==> src/rtl/regfile_writeback_unit.sv <==
// Register-file writeback: arbitrates ALU results and in-order load responses, tracks in-flight loads.
// Optional misaligned-load trap enabled by defining WB_MISALIGN_TRAP_EN.
module regfile_writeback_unit #(
  parameter int LQ_DEPTH = 4
) (
  input  logic        clock,
  input  logic        reset,
  input  logic        ex_valid,
  output logic        ex_ready,
  input  logic [4:0]  ex_rd,
  input  logic [31:0] ex_data,
  input  logic        ld_req_valid,
  output logic        ld_req_ready,
  input  logic [4:0]  ld_rd,
  input  logic [2:0]  ld_funct3,
  input  logic [1:0]  ld_addr_lo,
  input  logic        ld_rsp_valid,
  input  logic [31:0] ld_rsp_data,
  output logic        wb_write_enable,
  output logic [4:0]  wb_addr_rd,
  output logic [31:0] wb_data_rd,
  output logic [31:0] busy_mask,
  output logic        protocol_err,
  output logic        misalign_err
);

  localparam int PW = (LQ_DEPTH > 1) ? $clog2(LQ_DEPTH) : 1;
  localparam int CW = PW + 1;
  localparam logic [CW-1:0] FULL_CNT = CW'(LQ_DEPTH);

  typedef struct packed {
    logic [4:0] rd;
    logic [2:0] funct3;
    logic [1:0] addr_lo;
  } lq_entry_t;

  lq_entry_t            r_lq [LQ_DEPTH];
  logic [LQ_DEPTH-1:0]  r_lq_valid;
  logic [PW-1:0]        r_wr_ptr;
  logic [PW-1:0]        r_rd_ptr;
  logic [CW-1:0]        r_count;
  logic                 r_protocol_err;

  logic                 w_full;
  logic                 w_empty;
  logic                 w_push;
  logic                 w_pop;
  logic                 w_ex_acc;
  logic                 w_misalign;
  lq_entry_t            w_head;
  logic [7:0]           w_byte;
  logic [15:0]          w_half;
  logic [31:0]          w_ld_value;
  logic [31:0]          w_busy;

  assign w_full   = (r_count == FULL_CNT);
  assign w_empty  = (r_count == '0);
  assign w_push   = ld_req_valid && !w_full;
  assign w_pop    = ld_rsp_valid && !w_empty;
  assign w_ex_acc = ex_valid && ex_ready;

  assign ld_req_ready = !w_full;
  assign ex_ready     = !w_pop;
  assign protocol_err = r_protocol_err;

  // NOTE: queue payload is deliberately not reset; r_lq_valid and r_count alone say what is live.
  always_ff @(posedge clock) begin
    if (w_push) begin
      r_lq[r_wr_ptr] <= '{rd: ld_rd, funct3: ld_funct3, addr_lo: ld_addr_lo};
    end
  end

  // NOTE: sequential state uses non-blocking assignments so every register samples pre-edge values.
  always_ff @(posedge clock) begin
    if (reset) begin
      r_lq_valid     <= '0;
      r_wr_ptr       <= '0;
      r_rd_ptr       <= '0;
      r_count        <= '0;
      r_protocol_err <= 1'b0;
    end else begin
      if (w_pop) begin
        r_lq_valid[r_rd_ptr] <= 1'b0;
        r_rd_ptr             <= r_rd_ptr + 1'b1;
      end
      if (w_push) begin
        r_lq_valid[r_wr_ptr] <= 1'b1;
        r_wr_ptr             <= r_wr_ptr + 1'b1;
      end
      case ({w_push, w_pop})
        2'b10:   r_count <= r_count + 1'b1;
        2'b01:   r_count <= r_count - 1'b1;
        default: r_count <= r_count;
      endcase
      if (ld_rsp_valid && w_empty) r_protocol_err <= 1'b1;
    end
  end

  assign w_head = r_lq[r_rd_ptr];
  assign w_byte = ld_rsp_data[{w_head.addr_lo, 3'b000} +: 8];
  assign w_half = w_head.addr_lo[1] ? ld_rsp_data[31:16] : ld_rsp_data[15:0];

  // NOTE: every combinational output gets a default first so no latch is inferred.
  always_comb begin
    w_ld_value = ld_rsp_data;
    case (w_head.funct3)
      3'b000:  w_ld_value = {{24{w_byte[7]}}, w_byte};
      3'b100:  w_ld_value = {24'h0, w_byte};
      3'b001:  w_ld_value = {{16{w_half[15]}}, w_half};
      3'b101:  w_ld_value = {16'h0, w_half};
      default: w_ld_value = ld_rsp_data;
    endcase
  end

`ifdef WB_MISALIGN_TRAP_EN
  logic r_misalign_err;

  assign w_misalign = w_pop &&
      ((((w_head.funct3 == 3'b001) || (w_head.funct3 == 3'b101)) && w_head.addr_lo[0]) ||
       ((w_head.funct3 == 3'b010) && (w_head.addr_lo != 2'b00)));

  always_ff @(posedge clock) begin
    if (reset)           r_misalign_err <= 1'b0;
    else if (w_misalign) r_misalign_err <= 1'b1;
  end

  assign misalign_err = r_misalign_err;
`else
  assign w_misalign   = 1'b0;
  assign misalign_err = 1'b0;
`endif

  // Load responses win the single write port; address/data hold between writes.
  always_ff @(posedge clock) begin
    if (reset) begin
      wb_write_enable <= 1'b0;
      wb_addr_rd      <= '0;
      wb_data_rd      <= '0;
    end else if (w_pop) begin
      wb_write_enable <= (w_head.rd != 5'd0) && !w_misalign;
      wb_addr_rd      <= w_head.rd;
      wb_data_rd      <= w_ld_value;
    end else if (w_ex_acc) begin
      wb_write_enable <= (ex_rd != 5'd0);
      wb_addr_rd      <= ex_rd;
      wb_data_rd      <= ex_data;
    end else begin
      wb_write_enable <= 1'b0;
    end
  end

  always_comb begin
    w_busy = '0;
    for (int i = 0; i < LQ_DEPTH; i++) begin
      if (r_lq_valid[i]) w_busy[r_lq[i].rd] = 1'b1;
    end
    w_busy[0] = 1'b0;
  end

  assign busy_mask = w_busy;

endmodule

==> config.mk <==
export PLATFORM = sky130hd
export DESIGN_NAME = regfile_writeback_unit
export DESIGN_NICKNAME = d
export VERILOG_FILES = /design/src/rtl/regfile_writeback_unit.sv
export SDC_FILE = /design/constraint.sdc
export NUM_CORES = 1
export LEC_CHECK = 0
export ABC_CLOCK_PERIOD_IN_PS = 3630
export BUFFER_PORTS_ARGS = -buffer_cell sky130_fd_sc_hd__buf_2
export CORE_MARGIN = 10
export CORE_UTILIZATION = 35
export CTS_CLUSTER_DIAMETER = 150
export DETAILED_ROUTE_END_ITERATION = 8
export SYNTH_ARGS = -nofsm -noshare
export SYNTH_HDL_FRONTEND = slang
export SYNTH_SLANG_ARGS = --single-unit
export TNS_END_PERCENT = 5
==> constraint.sdc <==
create_clock -name clock -period 3.63 [get_ports clock]
set_clock_uncertainty 0.1 [all_clocks]
set_input_delay 0.363 -clock clock [delete_from_list [all_inputs] [get_ports clock]]
set_output_delay 0.363 -clock clock [all_outputs]
set_load 0.03 [all_outputs]
Word level (Yosys, flattened, before mapping)

Memory sizes are Yosys's and may differ from the RTL's. A register that Yosys moved wholly into a read port is not among the register bits.
Index checks and enable logic that the tools add are counted.

Muxes and demuxes: 32
$lt $le $gt $ge: 12
Bitwise logic cells: 6
$add $sub $neg: 4
Reduce and logical (&&, ||, !) cells: 19
Eq/ne operators: 6
Shift operators: 1

Operator list:

| operator                                                                             | count |
|---|---|
| 32-bit two-way mux                                                                   | 6 |
| 32-bit one-hot mux with 4 select lines                                               | 1 |
| 32-bit bitwise OR                                                                    | 3 |
| 32-bit by 6-bit indexed part select with 8-bit output                                | 1 |
| 5-bit by 6-bit less-than comparator with 1-bit output (second input constant)        | 4 |
| 1-bit demux with 5-bit select                                                        | 4 |
| 5-bit by 1-bit greater-or-equal comparator with 1-bit output (second input constant) | 4 |
| 16-bit two-way mux                                                                   | 1 |
| 4-bit two-way mux                                                                    | 3 |
| 1-bit logical AND                                                                    | 10 |
| 1-bit two-way mux                                                                    | 10 |
| 5-bit two-way mux                                                                    | 2 |
| 5-bit nonzero test                                                                   | 2 |
| 3-bit equality test (second input constant)                                          | 3 |
| 3-bit zero test                                                                      | 2 |
| 2-bit by 3-bit less-than comparator with 1-bit output (second input constant)        | 2 |
| 3-bit one-hot mux with 2 select lines                                                | 1 |
| 2-bit by 1-bit adder with 2-bit output (second input constant)                       | 2 |
| 4-bit AND                                                                            | 1 |
| 1-bit demux with 2-bit select                                                        | 2 |
| 2-bit by 1-bit greater-or-equal comparator with 1-bit output (second input constant) | 2 |
| 2-bit two-way mux                                                                    | 2 |
| 4-bit inverter                                                                       | 1 |
| 4-bit bitwise OR                                                                     | 1 |
| other kinds (7)                                                                      | 10 |

Memories kept: 1
Flip-flop bits (word level): 50
Output and inout port bits: 74
Word-level logic and storage cells: 89
Bits in writable memories: 40

Memory list:

| memory | depth | width | read ports | clocked after memory_dff | wr ports | RTL line | text |
|---|---|---|---|---|---|---|---|
| r_lq   | 4     | 10    | 5          | 1                        | 1        | 37       | `lq_entry_t r_lq [LQ_DEPTH];` |

Depth between registers and ports, before layout

An unclocked memory read counts as a cell.

Word-level depth: 12
Mapped depth: 10
Gate-level depth less buffers: 10

Worst setup path after synthesis

OpenSTA, ideal clock, no wires.

Kind: register to register
Start point: register r_count[0]
End point: register r_count[2]
Setup slack: 1.194 ns
Arrival time: 2.265 ns
Cell stages (with the launch flop): 11
Cells stage by stage: dfxtp_1 > inv_1 > nand3_1 > and2_1 > inv_1 > ha_1 > inv_1 > fa_1 > xor2_1 > or3_1 > a21oi_1

Cells in the longest elaborated chain, start to end: 5
Elaborated cells on any way between the ends: 12
Those cells by class: add/sub (2); eq/ne (3); mux (1); reduce/logical (6)

RTL lines:

| item                                                                                         | RTL line | text |
|---|---|---|
| from (decl)                                                                                  | 41       | `logic [CW-1:0] r_count;` |
| from (signal assigned)                                                                       | 91       | `2'b10: r_count <= r_count + 1'b1;` |
| from (signal assigned)                                                                       | 92       | `2'b01: r_count <= r_count - 1'b1;` |
| from (signal assigned)                                                                       | 93       | `default: r_count <= r_count;` |
| 3-bit equality test *                                                                        | 56       | `assign w_full = (r_count == FULL_CNT);` |
| 1-bit zero test *                                                                            | n/a      |  |
| net ld_req_ready                                                                             | 13       | `output logic ld_req_ready,` |
| 1-bit logical AND *                                                                          | 58       | `assign w_push = ld_req_valid && !w_full;` |
| 2-bit by 1-bit equality test with 1-bit output / 2-bit equality test (equally long branches) | 90       | `case ({w_push, w_pop})` |
| 3-bit one-hot mux with 2 select lines / 2-bit nonzero test (equally long branches)           | n/a      |  |

Mark *: on every way through the listed nets, which the timed path passes. The rest lies on a longest branch.
A chain may end at the register's enable or synchronous reset.

==> key figures <==
Clock network
  – CTS tree: done
  – Clk pin slew, worst setup/hold paths: 0.07 ns
  – Clock Tree Buf Depth: 2
  – Num Clock Sinks: 92
  – Postcts setup bufs: 0
  – CTS root buffer: clkbuf_16
  – Max H-tree Level: 3
  – Post-CTS Resized: 0
  – Quantity of hold-fixing buffers added after cts: 0
  – Cts bufs inserted: 9
  – Worst-Skew Late Latency: 0.35 ns

Synthesis
  – Share of the synthesized area in the top cell type: 0.220
  – Mapped cell area: 0.00547 mm2
  – Ranking of synthesized cells by area: edfxtp_1 22%, dfxtp_1 19%, mux2i_1 7.5%
  – Mapped Cells: 526
  – Register area share after synthesis: 0.410
  – Ys async rst share: 0
  – Post-synthesis simple-gate area fraction: 0.160
  – Netlist cell types: 58
  – Compound-Gate Fraction of Synth Area: 0.225
  – Post-synthesis mux area share: 0.128
  – Ys flop type: dfxtp_1
  – Adder-cell area share of the yosys netlist: 0.0243
  – Syn. warnings: 0
  – EDFF count, synth: 40
  – Largest family of logic cells by synthesized area: compound AO/OA/AOI/OAI gates
  – Leading area contributor after synthesis: edfxtp_1
  – Mean Syn Cell Area: 10.4 um2
  – Synthesized flop and latch total: 92
  – Post-synthesis xor/xnor area fraction: 0.00641

Placed design
  – Post-placement cell area: 0.00638 mm2
  – Estimated wirelength of the detail-placed design: 13.8 mm
  – PortBufs: 155
  – Routability cong.: 0.920

Timing
  – Fin Setup TNS: 0 ns
  – Final setup vio count: 0
  – Tcrit/Tclk final: 0.771
  – Max Freq: 0.357 GHz
  – Period minus WS final: 2.80 ns
  – Fin Hold WS: 0.138 ns
  – Max_slew headroom: 0.250
  – RSZ-0062 raised after global routing: false
  – Worst-margin pin slew: 1.12 ns
  – Final Hold Vio Count: 0
  – Slew Limit Fails: 0

Floorplanning
  – # rows: 45
  – Core area: 0.0153 mm2
  – Initial Util: 0.358
  – I/O pins: 158
  – DIE HEIGHT: 145 um
  – Area of the die: 0.0210 mm2
  – Die width: 145 um

Worst setup path
  – Startpoint types: flop
  – Worst path arrival time: 2.88 ns
  – Cells along the critical path: mux4_2, mux2i_2, mux2i_1, a21oi_2, a221oi_1
  – Critical Path RT: 3.71 ns
  – Reg2Reg Setup Slack: 0.83 ns
  – RR Endpoint: wb_data_rd[20]$_SDFFE_PP0P_
  – R2r worst-path depth: 5
  – CP Capture Type: flop
  – Family with the most delay on the worst path: multiplexers
  – CP max FO: 19
  – CP Class: reg2reg
  – Crit path buf inv count: 0
  – Slowest cell on crit path: a21oi_2
  – Worst path max stage delay: 0.81 ns

Power and ir drop
  – Internal Pwr Total: 0.00249 W
  – NetSw: 0.00176 W
  – Switching Fraction: 0.414
  – Clock power share: 0.215
  – Maximum vdd drop: 0.000394 V
  – Comb power frac: 0.434
  – PwrDens: 636 mW/mm2
  – Static leakage: 2.69 nW
  – Sequential power share: 0.350

Routing
  – Post-route antenna net violation count: 0
  – Routed len/inst: 21.5 um
  – Vias: 5179
  – Drt drc: 0
  – Final wirelength: 18.9 mm
  – Vias per cell: 5.90
  – Starting DRT DRC Count: 583
  – TritonRoute pass-1 iters: 5

Layout
  – Area grow syn2layout: 22.3%
  – Design area: 0.00669 mm2
  – Layout cells sized above 1: 0.327
  – Final core occ: 0.438
  – Commonest non-fill, non-tap cells in the layout: 155 x buf_2, 52 x dfxtp_1, 41 x mux2i_1, 40 x nor2_1, 40 x edfxtp_1
  – Reg area: 0.00224 mm2
  – Footprint of the multi-input gates: 0.00299 mm2
  – Leading cell type in the layout, fill and taps excluded: buf_2
  – Fin nets: 753
  – Filler Cells Inserted: 1482

Global route
  – Largest net degree at the start of global routing: 53
  – Grt ovf: 0
  – Tot GR Track Use: 0.172
  – Antenna violations before repair: 2
  – Number of global-route vias before repair: 5131
  – First-pass GRT wire length: 29.5 mm

Worst hold path
  – Hold path cells: 1
  – Hold worst-path end: r_lq[1][9]$_DFFE_PP_
  – Hold path start: ld_rd[4]
  – Hold WC Path Type: in2reg

Status
  – Status: finished, final reports clean

Job
  – Max Cap Viol: 0
-- power by group through the flow --
stage               Sequential [W]  Combinational, W  Clock, W
floorplan                  0.00171           0.00113         0
global placement           0.00150           0.00181         0
detailed placement         0.00151           0.00185         0
CTS                        0.00149           0.00185  0.000939
global route               0.00152           0.00201  0.000988
finish                     0.00149           0.00185  0.000916
-- cell usage after synthesis, types with 3 or more instances --
master,n
nand2_1,38
a211oi_1,13
a22oi_1,10
nor2_1,40
dfxtp_1,52
mux2i_1,41
or3b_2,6
edfxtp_1,40
buf_1,3
mux4_2,10
a221o_1,15
o221ai_1,22
nor3b_1,10
buf_2,5
o22ai_1,11
nand3_1,8
or2_2,3
o311ai_0,6
buf_6,4
and3_1,16
o21ai_0,12
a21oi_1,13
a221oi_1,7
clkbuf_1,28
ha_1,9
a311oi_1,6
inv_1,13
a221oi_2,10
nor3_1,5
or3_1,3
o32ai_1,10
nor2b_1,6
a32oi_1,3
o31ai_1,3
nand3b_1,12
and3b_1,6
-- routing by layer --
| layer | part of all wire | track usage | vias to the layer above |
|---|---|---|---|
| met1 | 0.42 | 0.218 | 2452 |
| met2 | 0.47 | 0.277 | 320 |
| met3 | 0.087 | 0.0494 | 54 |
| met4 | 0.023 | 0.0526 | 0 |
| met5 | 0 | 0 | - |
| li1 | - | - | 2353 |
-- worst reg2reg max path, delay by kind of cell, from the launching register on --
| family | cells | cell delay [ns] |
|---|---|---|
| multiplexers | 3 | 1.17 |
| AO/OA/AOI/OAI | 2 | 1.00 |
| flip-flops | 1 | 0.36 |
-- through the flow --
stage                     power [W]  cells  setup slack (ns)
after global routing        0.00451    876             0.648
after global placement      0.00331    859             0.957
after CTS                   0.00428    875             0.849
after floorplan             0.00285    527              1.19
after detailed placement    0.00335    859             0.864
final                       0.00425    878             0.832
-- state kept, by name, summed over array words and instances, names as in the netlist, named ones only --
register / flops
wb_write_enable: 1
r_lq: 40
protocol_err: 1
r_rd_ptr: 2
r_lq_valid: 4
wb_data_rd: 32
r_count: 3
wb_addr_rd: 5
r_wr_ptr: 2
-- worst max-delay path by stage --
stage	startpoint	slack (ns)	end	depth (start not counted)
6_report	flop	0.83	wb_data_rd[20]$_SDFFE_PP0P_	5
4_1_cts	flop	0.85	wb_data_rd[20]$_SDFFE_PP0P_	5
5_1_grt	flop	0.65	wb_data_rd[18]$_SDFFE_PP0P_	6
3_3_place_gp	flop	0.96	wb_data_rd[19]$_SDFFE_PP0P_	6
2_1_floorplan	r_count[0]$_SDFFE_PP0P_	1.19	r_count[2]$_SDFFE_PP0P_	10
3_5_place_dp	flop	0.86	wb_data_rd[20]$_SDFFE_PP0P_	5
-- layout make-up --
class | count | area share
multi-input cells | 379 | 0.447
flip-flops and latches | 92 | 0.335
repair buffers | 163 | 0.125
clock buffers | 13 | 0.0406
well taps | 211 | 0.0395
inverters | 14 | 0.00786
clock inverters | 3 | 0.00393
diodes | 3 | 0.00112
-- cells by family after synthesis --
family	count (synthesis)
flip-flops	92
buffers and inverters	56
AND/OR/NAND/NOR	160
XOR/XNOR	4
adder cells (fa/ha/maj)	10
AO/OA/AOI/OAI	148
multiplexers	55
other	1
No activity file was read; power rests on OpenSTA's default activity.
